===== config.mk =====
export PLATFORM = sky130hd
export DESIGN_NAME = ex_issue_stage
export DESIGN_NICKNAME = d
export VERILOG_FILES = /design/src/rtl/ex_issue_stage.sv
export SDC_FILE = /design/constraint.sdc
export NUM_CORES = 1
export LEC_CHECK = 0
export ABC_AREA = 1
export CAP_MARGIN = 20
export CORE_ASPECT_RATIO = 1.75
export CORE_MARGIN = 3
export CORE_UTILIZATION = 40
export DETAILED_ROUTE_END_ITERATION = 16
export GPL_ROUTABILITY_DRIVEN = 0
export PLACE_DENSITY = 0.66
export SYNTH_ARGS = -nofsm -noshare
export SYNTH_HDL_FRONTEND = slang
export SYNTH_SLANG_ARGS = --single-unit

===== constraint.sdc =====
create_clock -name CLK -period 8.4 [get_ports CLK]
set_clock_uncertainty 0.2 [all_clocks]
set_input_delay 1.26 -clock CLK [delete_from_list [all_inputs] [get_ports CLK]]
set_output_delay 1.26 -clock CLK [all_outputs]
set_load 0.005 [all_outputs]

===== src/rtl/ex_issue_stage.sv =====
// ex_issue_stage: operand/issue register between decode and the ALU.
// A main register drives the ALU-facing outputs and a skid register absorbs
// the one extra operation that can arrive while IN_READY is still high, so
// IN_READY can be a flop and the stage still sustains one op per cycle.
module ex_issue_stage #(
  parameter int DATA_WIDTH     = 32,
  parameter int CTRL_WIDTH     = 4,
  parameter int REG_ADDR_WIDTH = 5
) (
  input  logic                      CLK,
  input  logic                      RST,
  input  logic                      FLUSH,
  input  logic                      IN_VALID,
  output logic                      IN_READY,
  input  logic [DATA_WIDTH-1:0]     IN_A,
  input  logic [DATA_WIDTH-1:0]     IN_B,
  input  logic [CTRL_WIDTH-1:0]     IN_ALUC,
  input  logic [REG_ADDR_WIDTH-1:0] IN_RD,
  input  logic                      IN_WREG,
  output logic                      OUT_VALID,
  input  logic                      OUT_READY,
  output logic [DATA_WIDTH-1:0]     OUT_A,
  output logic [DATA_WIDTH-1:0]     OUT_B,
  output logic [CTRL_WIDTH-1:0]     OUT_ALUC,
  output logic [REG_ADDR_WIDTH-1:0] OUT_RD,
  output logic                      OUT_WREG,
  output logic [1:0]                OCC
);

  // One held operation: {A, B, ALUC, RD, WREG}, WREG in bit 0.
  localparam int ENT_W = 2 * DATA_WIDTH + CTRL_WIDTH + REG_ADDR_WIDTH + 1;

  // State encoding doubles as the occupancy count.
  localparam logic [1:0] EMPTY = 2'd0;
  localparam logic [1:0] BUSY  = 2'd1;
  localparam logic [1:0] FULL  = 2'd2;

  logic [1:0]       state_q, state_d;
  logic             in_ready_q, in_ready_d;
  logic [ENT_W-1:0] main_q, main_d;
  logic [ENT_W-1:0] skid_q, skid_d;
  logic [ENT_W-1:0] in_ent;
  logic             in_fire;
  logic             out_fire;
  logic             main_wreg;

  assign in_ent   = {IN_A, IN_B, IN_ALUC, IN_RD, IN_WREG};
  assign in_fire  = IN_VALID & in_ready_q;
  assign out_fire = OUT_VALID & OUT_READY;

  // Next-state and storage update; FLUSH overrides everything except reset.
  always_comb begin
    state_d = state_q;
    main_d  = main_q;
    skid_d  = skid_q;
    case (state_q)
      EMPTY: begin
        if (in_fire) begin
          main_d  = in_ent;
          state_d = BUSY;
        end
      end
      BUSY: begin
        if (in_fire && out_fire) begin
          main_d = in_ent;
        end else if (in_fire) begin
          skid_d  = in_ent;
          state_d = FULL;
        end else if (out_fire) begin
          state_d = EMPTY;
        end
      end
      FULL: begin
        if (out_fire) begin
          main_d  = skid_q;
          state_d = BUSY;
        end
      end
      default: state_d = EMPTY;
    endcase
    // Wrong-path work: drop both entries and any same-cycle input, but keep
    // the output fields at their last values so the ALU inputs do not toggle.
    if (FLUSH) begin
      state_d = EMPTY;
      main_d  = main_q;
      skid_d  = skid_q;
    end
    in_ready_d = (state_d != FULL);
  end

  // Control and main register; main is cleared on reset so outputs read zero.
  always_ff @(posedge CLK) begin
    if (RST) begin
      state_q    <= EMPTY;
      in_ready_q <= 1'b1;
      main_q     <= '0;
    end else begin
      state_q    <= state_d;
      in_ready_q <= in_ready_d;
      main_q     <= main_d;
    end
  end

  // Skid payload only matters while FULL, so it carries no reset.
  always_ff @(posedge CLK) begin
    skid_q <= skid_d;
  end

  assign {OUT_A, OUT_B, OUT_ALUC, OUT_RD, main_wreg} = main_q;
  assign OUT_VALID = (state_q != EMPTY);
  assign OUT_WREG  = main_wreg & OUT_VALID;
  assign OCC       = state_q;
  assign IN_READY  = in_ready_q;

endmodule


==> results.yml, run 1 <==
placement:
  dp.cells: 1156
  dpl-instance-area_sq_um: 8100
  dp_hpwl_mm: 9.66
  io_buffer_count: 156
logic_synthesis:
  ys_types: 19
  ys_ff_latch: 151
  avgSynthCellArea_sq_um: 7.89
  syn_nets: 968
  syn_inst: 889
  ys_seq_area_frac: 0.537
  synth_area_sq_um: 7010
  yosys_warnings: 0
routing:
  ant_nets: 0
  drt-pass1-iter-count: 4
  wirelength_mm: 16.1
  vias_per_cell: 4.45
  wire_per_inst_um: 13.6
  post-route-drc-count: 0
  drt_iter0_markers: 234
  num_vias: 5288
floorplanning:
  dieArea_sq_um: 19200
  initial_core_util: 0.410
  num_rows: 63
  die_height_um: 181
  num_io_pins: 157
  core_area_sq_um: 17100
  die_w_um: 106
global_route:
  grt_antenna_before_repair: 0
  overflow: 0
  grt_pass1_vias: 5190
  grt_pass1_wl_mm: 26.2
  grt_usage: 0.171
  grt_max_degree: 81
layout:
  layoutNonFillerInstCount: 1188
  final_common_cell: "nand2_1"
  layout_common_cells: "302 x nand2_1, 156 x clkdlybuf4s50_1, 149 x nor2_1, 77 x inv_1"
  nets: 1027
  syn2layout_area_growth_pct: 23.5
  diodes: 0
  drive_above_1_share: 0.0458
  final_cell_area_sq_um: 8660
clock_tree:
  htreeDepth: 4
  path_clk_slew_ns: 0.07
  cts_buffers: 17
  cts_tree: "built"
  cts.repair.resized: 0
  root_buffer: "clkbuf_16"
  holdBufCountCts: 0
  post-cts-setup-buffer-count: 0
  clockBufferDepth: 2
  cts.sinks: 151
  clkLatencyLatePin_ns: 0.41
sta:
  holdWs_ns: 0.312
  post-route-period-util: 0.424
  fin_crit_ns: 3.56
  finalSetupViolCount: 0
  finalHoldViolCount: 0
  rsz0062_at_grt: "false"
  worst_pin_slew_ns: 1.05
  fin_tns_setup_ns: 0
  slew_viol_final: 0
  max_freq_mhz: 281
  maxSlewHeadroom: 0.299
critical_path:
  path_max_fanout: 78
  cp.required_ns: 6.94
  worstSetupEndpointType: "output port"
  critical_path_class: "reg2out"
  startpoint_type: "flip-flop"
  arrival_ns: 2.10
pwr:
  p_per_area_nw_per_um2: 201
  clkPwrFrac: 0.416
  irDropWorstVdd_mv: 0.124
  swShare: 0.241
  internal_power_mw: 1.32
  switchingPower_uw: 420
  leakage_nw: 3.88
  combPwrFrac: 0.114
  p_seq_frac: 0.470
flow_run:
  maxCapViolations: 0
worst_hold_path:
  hold_class: "reg2reg"
status:
  outcome: "finished clean"
[synth_stat cells (all sizes together)]
library cell | n | area (sq um)
o211ai | 1 | 7.51
nand2 | 304 | 1140
nor2 | 149 | 559
a21oi | 3 | 18.8
inv | 80 | 300
nand3 | 77 | 390
edfxtp | 74 | 2220
buf | 102 | 742
nand4 | 1 | 6.26
dfxtp | 77 | 1540
clkbuf | 20 | 75.1
nor3 | 1 | 5.00
[final timing paths]
| kind | start | endpoint | slack, ns | depth (start not counted) |
|---|---|---|---|---|
| hold reg to reg | main_q[71] | main_q[71] | 0.31 | 4 |
| setup / recovery | OCC[1] | OCC[1] | 4.84 | 2 |
| setup reg to reg | OCC[0] | main_q[22] | 5.14 | 8 |
| hold / removal | main_q[71] | main_q[71] | 0.31 | 4 |
[worst max-delay path, cell delays in order (launching register included)]
cell and delay, ns:
dfxtp_2 0.33, buf_4 0.68, clkdlybuf4s50_1 0.66
[cells by family (layout without fill, tap and decap cells)]
logic type	after synthesis	count (layout)	synth area share
buf+inv	202	274	0.159
compound gates	4	4	0.00375
simple gates	532	532	0.300
flops	151	151	0.537
[metrics by stage]
stage                     power [mW]  setup WS, ns  utilization
final                           1.74          4.84        0.506
after detailed placement        1.03          4.53        0.474
after global placement          1.03          4.56        0.474
after global routing            1.82          4.70        0.506
after floorplan                0.956          1.19            -
after CTS                       1.76          4.76        0.506
[flip-flops by register name (all words and copies together) (netlist names)]
name	flops
IN_READY	1
main_q	74
OCC	2
skid_q	74
[area by class of cell]
class                      instances  area, sq um
fill                            1680         8450
tap                              227          284
inverter                          80          300
multi-input combinational        536         2150
timing repair buffer             162         1610
clock buffer                      20          437
clock inverter                    12          119
sequential                       151         3760
[power by group through the flow]
stage          Sequential, mW  Clock [mW]  Combinational [mW]
3_5_place_dp            0.834           0               0.201
5_1_grt                 0.821       0.771               0.224
2_1_floorplan           0.828           0               0.128
3_3_place_gp            0.834           0               0.198
6_report                0.817       0.724               0.199
4_1_cts                 0.818       0.743               0.202
[metal layers]
layer,global-route usage,vias up,part of all wire
li1,-,2765,-
met4,0.0571,0,0.017
met3,0.0397,17,0.041
met1,0.195,2385,0.41
met2,0.311,121,0.53
met5,0,-,0
Power figures use the tool's default switching activity.
==> inputs of run 2 (changes only) <==
- PLACE_DENSITY: 0.66 -> 0.68
- clock period: 8.4 -> 3.2 ns (I/O delays scaled with it)
==> run 2 against run 1 <==
Net effect: clock power rose to 2.7 times the previous value; sequential share of layout area fell by 0.58 points; die area did not move; wire length rose by 2.3%.
==> results.yml, run 2 (synthesized netlist as in run 1, its figures left out) <==
sta:
  finalHoldViolCount: 0
  post-route-period-util: 0.808
  fin_crit_ns: 2.59
  max_freq_mhz: 387
  worst_pin_slew_ns: 0.775
  finalSetupViolCount: 0
  fin_tns_setup_ns: 0
  slew_viol_final: 0
  rsz0062_at_grt: "false"
  maxSlewHeadroom: 0.481
  holdWs_ns: 0.309
critical_path:
  rr_endpoint: "main_q[32]"
  critical_path_class: "reg2out"
  r2r-start: "OCC[0]"
  path_max_fanout: 19
  worstSetupEndpointType: "output port"
  cp.required_ns: 2.52
  ff2ff_path_depth: 9
  startpoint_type: "flip-flop"
  reg2reg_slack_ns: 0.87
  arrival_ns: 1.91
global_route:
  grt_antenna_before_repair: 1
  overflow: 0
  grt_pass1_wl_mm: 26.4
  grt_pass1_vias: 5077
  grt_max_degree: 75
  grt_usage: 0.173
clock_tree:
  cts_buffers: 17
  cts.repair.resized: 0
  cts_tree: "built"
  holdBufCountCts: 0
  clockBufferDepth: 2
  path_clk_slew_ns: 0.06
  cts.sinks: 151
  root_buffer: "clkbuf_16"
  htreeDepth: 4
  clkLatencyLatePin_ns: 0.41
  post-cts-setup-buffer-count: 0
pwr:
  p_seq_frac: 0.462
  leakage_nw: 3.93
  combPwrFrac: 0.115
  p_per_area_nw_per_um2: 529
  irDropWorstVdd_mv: 0.313
  swShare: 0.235
  switchingPower_mw: 1.09
  clkPwrFrac: 0.423
  p_total_mw: 4.64
  internal_power_mw: 3.55
routing:
  post-route-drc-count: 0
  vias_per_cell: 4.42
  drt_iter0_markers: 167
  wire_per_inst_um: 13.8
  ant_nets: 0
  drt-pass1-iter-count: 5
  wirelength_mm: 16.5
  num_vias: 5263
layout:
  final_cell_area_sq_um: 8770
  fill_cells: 1649
  final_common_cell: "nand2_1"
  layout_common_cells: "302 x nand2_1, 156 x clkdlybuf4s50_1, 149 x nor2_1, 77 x inv_1"
  drive_above_1_share: 0.0488
  nets: 1030
  syn2layout_area_growth_pct: 25.1
  layoutNonFillerInstCount: 1192
floorplanning:
  initial_core_util: 0.410
  num_io_pins: 157
  num_rows: 63
  die_height_um: 181
  core_area_sq_um: 17100
  dieArea_sq_um: 19200
  die_w_um: 106
worst_hold_path:
  holdPathEnd: "main_q[17]"
  hold_class: "reg2reg"
  hold_start: "main_q[17]"
  min_delay_path_depth: 4
flow_run:
  maxCapViolations: 0
status:
  outcome: "finished clean"
placement:
  dpl-instance-area_sq_um: 8190
  io_buffer_count: 156
  dp_hpwl_mm: 10.4
  dp.cells: 1159
==> run 2: cell types whose count changed in the layout (fill, tap and decap cells not counted), sizes merged <==
| cell | before | now |
|---|---|---|
| buf | 6 | 9 |
| diode | 0 | 1 |
| bufinv | 1 | 2 |
| clkinv | 2 | 3 |
| clkbuf | 20 | 19 |
| clkinvlp | 5 | 4 |
==> run 2: metrics by stage <==
stage	setup slack (ns)	utilization
after floorplan	0.106	-
after global placement	0.751	0.479
after detailed placement	0.686	0.479
after CTS	0.570	0.513
after global routing	0.514	0.513
final	0.613	0.513
==> run 2: power by group through the flow <==
stage	logic (mW)	registers (mW)	clock network, mW
after floorplan	0.336	2.17	0
after global placement	0.530	2.19	0
after detailed placement	0.536	2.19	0
after CTS	0.540	2.15	2.02
after global routing	0.598	2.15	2.10
final	0.532	2.15	1.96
==> run 2: area by class of cell <==
cell class	count	area, sq um	share of cell area
antenna	1	2.50	0.000285
timing repair buffer	165	1690	0.193
multi-input combinational	536	2150	0.245
clock inverter	13	145	0.0165
sequential	151	3760	0.429
tap	227	284	0.0324
inverter	80	300	0.0342
clock buffer	19	433	0.0493
==> run 2: critical path: stages (launching register included) <==
cell and delay [ns]:
dfxtp_2 0.59, inv_2 0.14, a21oi_1 0.20, clkdlybuf4s50_1 0.56
==> run 2: worst max-delay path by stage <==
stage / startpoint / endpoint / slack [ns] / depth (start not counted)
global placement: OUT_READY / main_q[32] / 0.75 / 8
global route: OCC[1] / OUT_WREG / 0.51 / 3
finish: OCC[1] / OUT_WREG / 0.61 / 3
floorplan: OCC[1] / skid_q[0] / 0.11 / 4
detailed placement: OUT_READY / main_q[32] / 0.69 / 8
CTS: OCC[1] / OUT_WREG / 0.57 / 3
==> run 2: per-layer routing <==
| layer | vias to the layer above | wire (um) | GRT usage |
|---|---|---|---|
| li1 | 2779 | - | - |
| met3 | 14 | 619 | 0.0368 |
| met1 | 2351 | 6790 | 0.196 |
| met5 | - | 0 | 0 |
| met4 | 0 | 347 | 0.0711 |
| met2 | 119 | 8740 | 0.313 |
==> patch 1 (flow settings as in run 2) <==
The parameter `CTRL_WIDTH` goes from 4 to 6.
--- a/src/rtl/ex_issue_stage.sv
+++ b/src/rtl/ex_issue_stage.sv
@@ -4,7 +4,7 @@
 // IN_READY can be a flop and the stage still sustains one op per cycle.
 module ex_issue_stage #(
   parameter int DATA_WIDTH     = 32,
-  parameter int CTRL_WIDTH     = 4,
+  parameter int CTRL_WIDTH     = 6,
   parameter int REG_ADDR_WIDTH = 5
 ) (
   input  logic                      CLK,
Ports: changed (resized IN_ALUC and OUT_ALUC); port bits go from 157 to 161. The function was not compared with the original's and may differ.
==> patch 1 against run 2 <==
Highest routed layer unchanged. Largest cell class unchanged. Wire length up 1.3%. Area after synthesis up 2.1%. Worst setup slack worse by 0.016 ns. Non-clock buffer count grew 4. Power up 4.7%. Sequential cell count up 4. Die area is 2.0% higher. Final area grew 2.8%.
==> patch 1: results (changes against run 2) <==
global_routing:
  grt_max_degree: 77  # +2.7%
  antenna_found_initial: 0  # -1
  grt.met2_usage_pct: 31.4  # about the same
  grt_pass1_wl_mm: 26.8  # +1.8%
  grt_pass1_vias: 5211  # +2.6%
  grt_use_met1_pct: 20.1  # +0.58 points
  grt_usage_pct: 17.6  # +0.24 points
  use_met3_pct: 3.95  # +0.26 points
critical_path:
  cp_max_fo: 28  # +9
  arrival_ns: 1.92
  r2r_slack_ns: 1.03  # +0.16 ns
  crit_family: "buffers and inverters"
  cpMaxStageDelayCell: "clkdlybuf4s50_1"
  reg2reg_depth: 7  # -2
  max_stage_delay_ns: 0.57  # -0.02 ns
  rr_endpoint: "main_q[26]"
outcome:
  outcome: "finished clean"
synthesis:
  synth_compound_area_share_pct: 0.367  # -0.0078 points
  synthArstFlopShare_pct: 0  # unchanged
  synth_cell_types: 19  # unchanged
  ys_top_cells_by_count: "nand2_1, nor2_1, dfxtp_1, inv_1, nand3_1"
  synth_edf_count: 76  # +2.7%
  syn_avg_cell_area_um2: 7.86  # -0.34%
  synth_area_leaders: "edfxtp_1, dfxtp_1, nand2_1"
  synth_fp_nets: 992  # +2.5%
  yosysSeqAreaShare_pct: 54.0  # +0.28 points
  muxShareOfSynthArea_pct: 0  # unchanged
power_and_ir_drop:
  peakVddDrop_mv: 0.296  # -5.3%
  p_leak_nw: 4.05  # +3.0%
clock_tree:
  clock_latency_ns: 0.43  # +0.02 ns
  cts_root_buf: "clkbuf_16"
  cts.path.max_buffers: 2  # unchanged
  post_cts_resized: 0  # unchanged
  clkTransAtPathRegs_ns: 0.06  # about the same
  cts_made_buffers: 17  # unchanged
routing:
  wl_per_cell_um: 13.7  # -0.95%
  num_vias: 5403  # +2.7%
  drt_first_pass_iters: 4  # -1
  drt-initial-drc-count: 207  # +24%
  dr_wl_met3_um: 678  # +9.5%
  wl_met1_mm: 6.93  # +2.1%
  viasPerCell: 4.43  # +0.39%
  met2WireLength_mm: 8.75  # +0.16%
worst_hold_path:
  holdPathEnd: "main_q[50]"
  hold_class: "register to register"
  hp-start: "main_q[50]"
place:
  dp_hpwl_mm: 10.6  # +1.9%
  portBuffers: 160  # +2.6%
  numPlacedInstances: 1187  # +2.4%
  pre_cts_ws_ns: 0.897  # +0.211 ns
  place_area_um2: 8400  # +2.6%
finish:
  layout.nets: 1056  # +2.5%
  drive_gt1_share_pct: 4.76  # -0.12 points
  antenna_cells: 0  # -1
  n_fill_cell: 1608  # -2.5%
timing:
  slew-limit-headroom_pct: 55.4  # +7.2 points
  timing.hold.ws_ns: 0.311  # +0.00184 ns
## patch 1: changes by cell type after synthesis, moves of 4 or more
cell | before | now
buf_6 | 6 | 2
nor2_1 | 149 | 153
buf_2 | 17 | 24
nand2_1 | 303 | 311
## patch 1: worst max-delay path by stage
| stage | cells after the start | slack (ns) | endpoint | startpoint |
|---|---|---|---|---|
| final | 2 | 0.60 | OCC[1] | OCC[1] |
| after global routing | 2 | 0.52 | OCC[1] | OCC[1] |
| after CTS | 2 | 0.57 | OCC[1] | OCC[1] |
| after detailed placement | 4 | 0.90 | skid_q[27] | IN_VALID |
| after global placement | 4 | 0.92 | skid_q[27] | IN_VALID |
| after floorplan | 4 | 0.06 | skid_q[0] | OCC[1] |
## patch 1: through the flow
step | total power [mW] | util, %
after detailed placement | 2.79 | 47.9
after floorplan | 2.57 | -
after global routing | 5.07 | 51.4
after CTS | 4.92 | 51.4
after global placement | 2.78 | 47.9
final | 4.86 | 51.4
## patch 1: final cells by class
class / instances / area (um2) / share of cell area (%)
sequential: 155 / 3870 / 42.9
multi-input combinational: 550 / 2210 / 24.5
timing repair buffer: 169 / 1730 / 19.2
clock buffer: 20 / 437 / 4.84
inverter: 82 / 308 / 3.41
tap: 231 / 289 / 3.21
clock inverter: 12 / 175 / 1.94
## patch 1: where the power goes
part           leakage [nW]  switching, mW  internal, mW  total (mW)
logic                  2.42          0.252         0.293       0.545
registers              1.34         0.0414          2.16        2.20
clock network         0.290          0.811          1.30        2.11
## patch 1: cell families (layout without fill, tap and decap cells)
| family | Yosys count | after routing |
|---|---|---|
| AO/OA/AOI/OAI | 4 | 4 |
| buffers and inverters | 206 | 283 |
| flip-flops | 155 | 155 |
| AND/OR/NAND/NOR | 546 | 546 |
==> patch 2 (config.mk and constraints of run 2) <==
Without the edit above. Make the reset (`RST`) asynchronous in one clocked block.
--- a/src/rtl/ex_issue_stage.sv
+++ b/src/rtl/ex_issue_stage.sv
@@ -89,7 +89,7 @@
   end
 
   // Control and main register; main is cleared on reset so outputs read zero.
-  always_ff @(posedge CLK) begin
+  always_ff @(posedge CLK or posedge RST) begin
     if (RST) begin
       state_q    <= EMPTY;
       in_ready_q <= 1'b1;
Formal check against the unedited RTL: differs if RST is asserted again (counterexample within 4 cycles, from zero or initial values and one cycle with RST high); with RST held inactive, the same outputs for 4 cycles.
==> patch 2 against run 2 <==
Wire length up 0.42%. Power rose by 15%. Final area decreased by 0.50%. Sequential cell count unchanged. Global-route usage is 0.83 points higher. Clock power up 4%. Area after synthesis is 1.5% lower. Sequential power increased by 10%. Die area is 1.4% lower. Worst setup slack improved by 0.31 ns. Core utilization up 0.22 points.
==> patch 2: results (changes against run 2) <==
outcome:
  outcome: "finished clean"
global_routing:
  use_met3_pct: 3.16  # -0.52 points
  grt_use_met1_pct: 21.2  # +1.6 points
  grt_pass1_vias: 5210  # +2.6%
  grt_usage_pct: 18.2  # +0.83 points
  grt_pass1_wl_mm: 27.3  # +3.7%
  grt_max_degree: 76  # +1.3%
synthesis:
  synth_fp_nets: 823  # -15%
  synth-main-ff-cell: "dfrtp_1"
place:
  numPlacedInstances: 1015  # -12%
  pre_cts_ws_ns: 0.864  # +0.178 ns
finish:
  drive_gt1_share_pct: 5.98  # +1.1 points
  n_fill_cell: 1564  # -5.2%
  layout.nets: 886  # -14%
power_and_ir_drop:
  peakVddDrop_mv: 0.318  # +1.5%
  internal-power_mw: 4.01  # +13%
  p_clk_share_pct: 38.1  # -4.2 points
  switching_power_mw: 1.34  # +23%
routing:
  met2WireLength_mm: 8.83  # +1.0%
  num_vias: 5112  # -2.9%
  dr_wl_met3_um: 713  # +15%
critical_path:
  cp_max_fo: 44  # +25
  crit_family: "simple AND/OR/NAND/NOR gates"
  arrival_ns: 2.36  # +0.45 ns
timing:
  worst_slack_ns: 0.926  # +0.313 ns
[patch 2: layout make-up]
cell class                 count  area, um2  share of cell area, %
sequential                   151       4150                   47.6
multi-input combinational    463       1970                   22.6
timing repair buffer         165       1680                   19.2
clock buffer                  19        433                   4.96
tap                          227        284                   3.25
clock inverter                13        170                   1.95
inverter                       9       35.0                  0.401
antenna                        1       2.50                 0.0287
[patch 2: logic make-up after synthesis]
group / synth area share, %
and+or+nand+nor: 27.9
DFF: 60.1
buffers and inverters: 11.8
AOI/OAI and AO/OA: 0.217
[patch 2: worst paths after layout]
kind / startpoint / to / slack (ns) / cells past startpoint
setup reg to reg: OCC[0] / main_q[11] / 0.93 / 7
max in group asynchronous: RST / IN_READY / 1.87 / 3
min in group CLK: main_q[72] / main_q[72] / 0.27 / 2
setup / recovery: OCC[0] / main_q[11] / 0.93 / 7
hold / removal: RST / main_q[2] / 0.22 / 2
hold reg to reg: main_q[72] / main_q[72] / 0.27 / 2
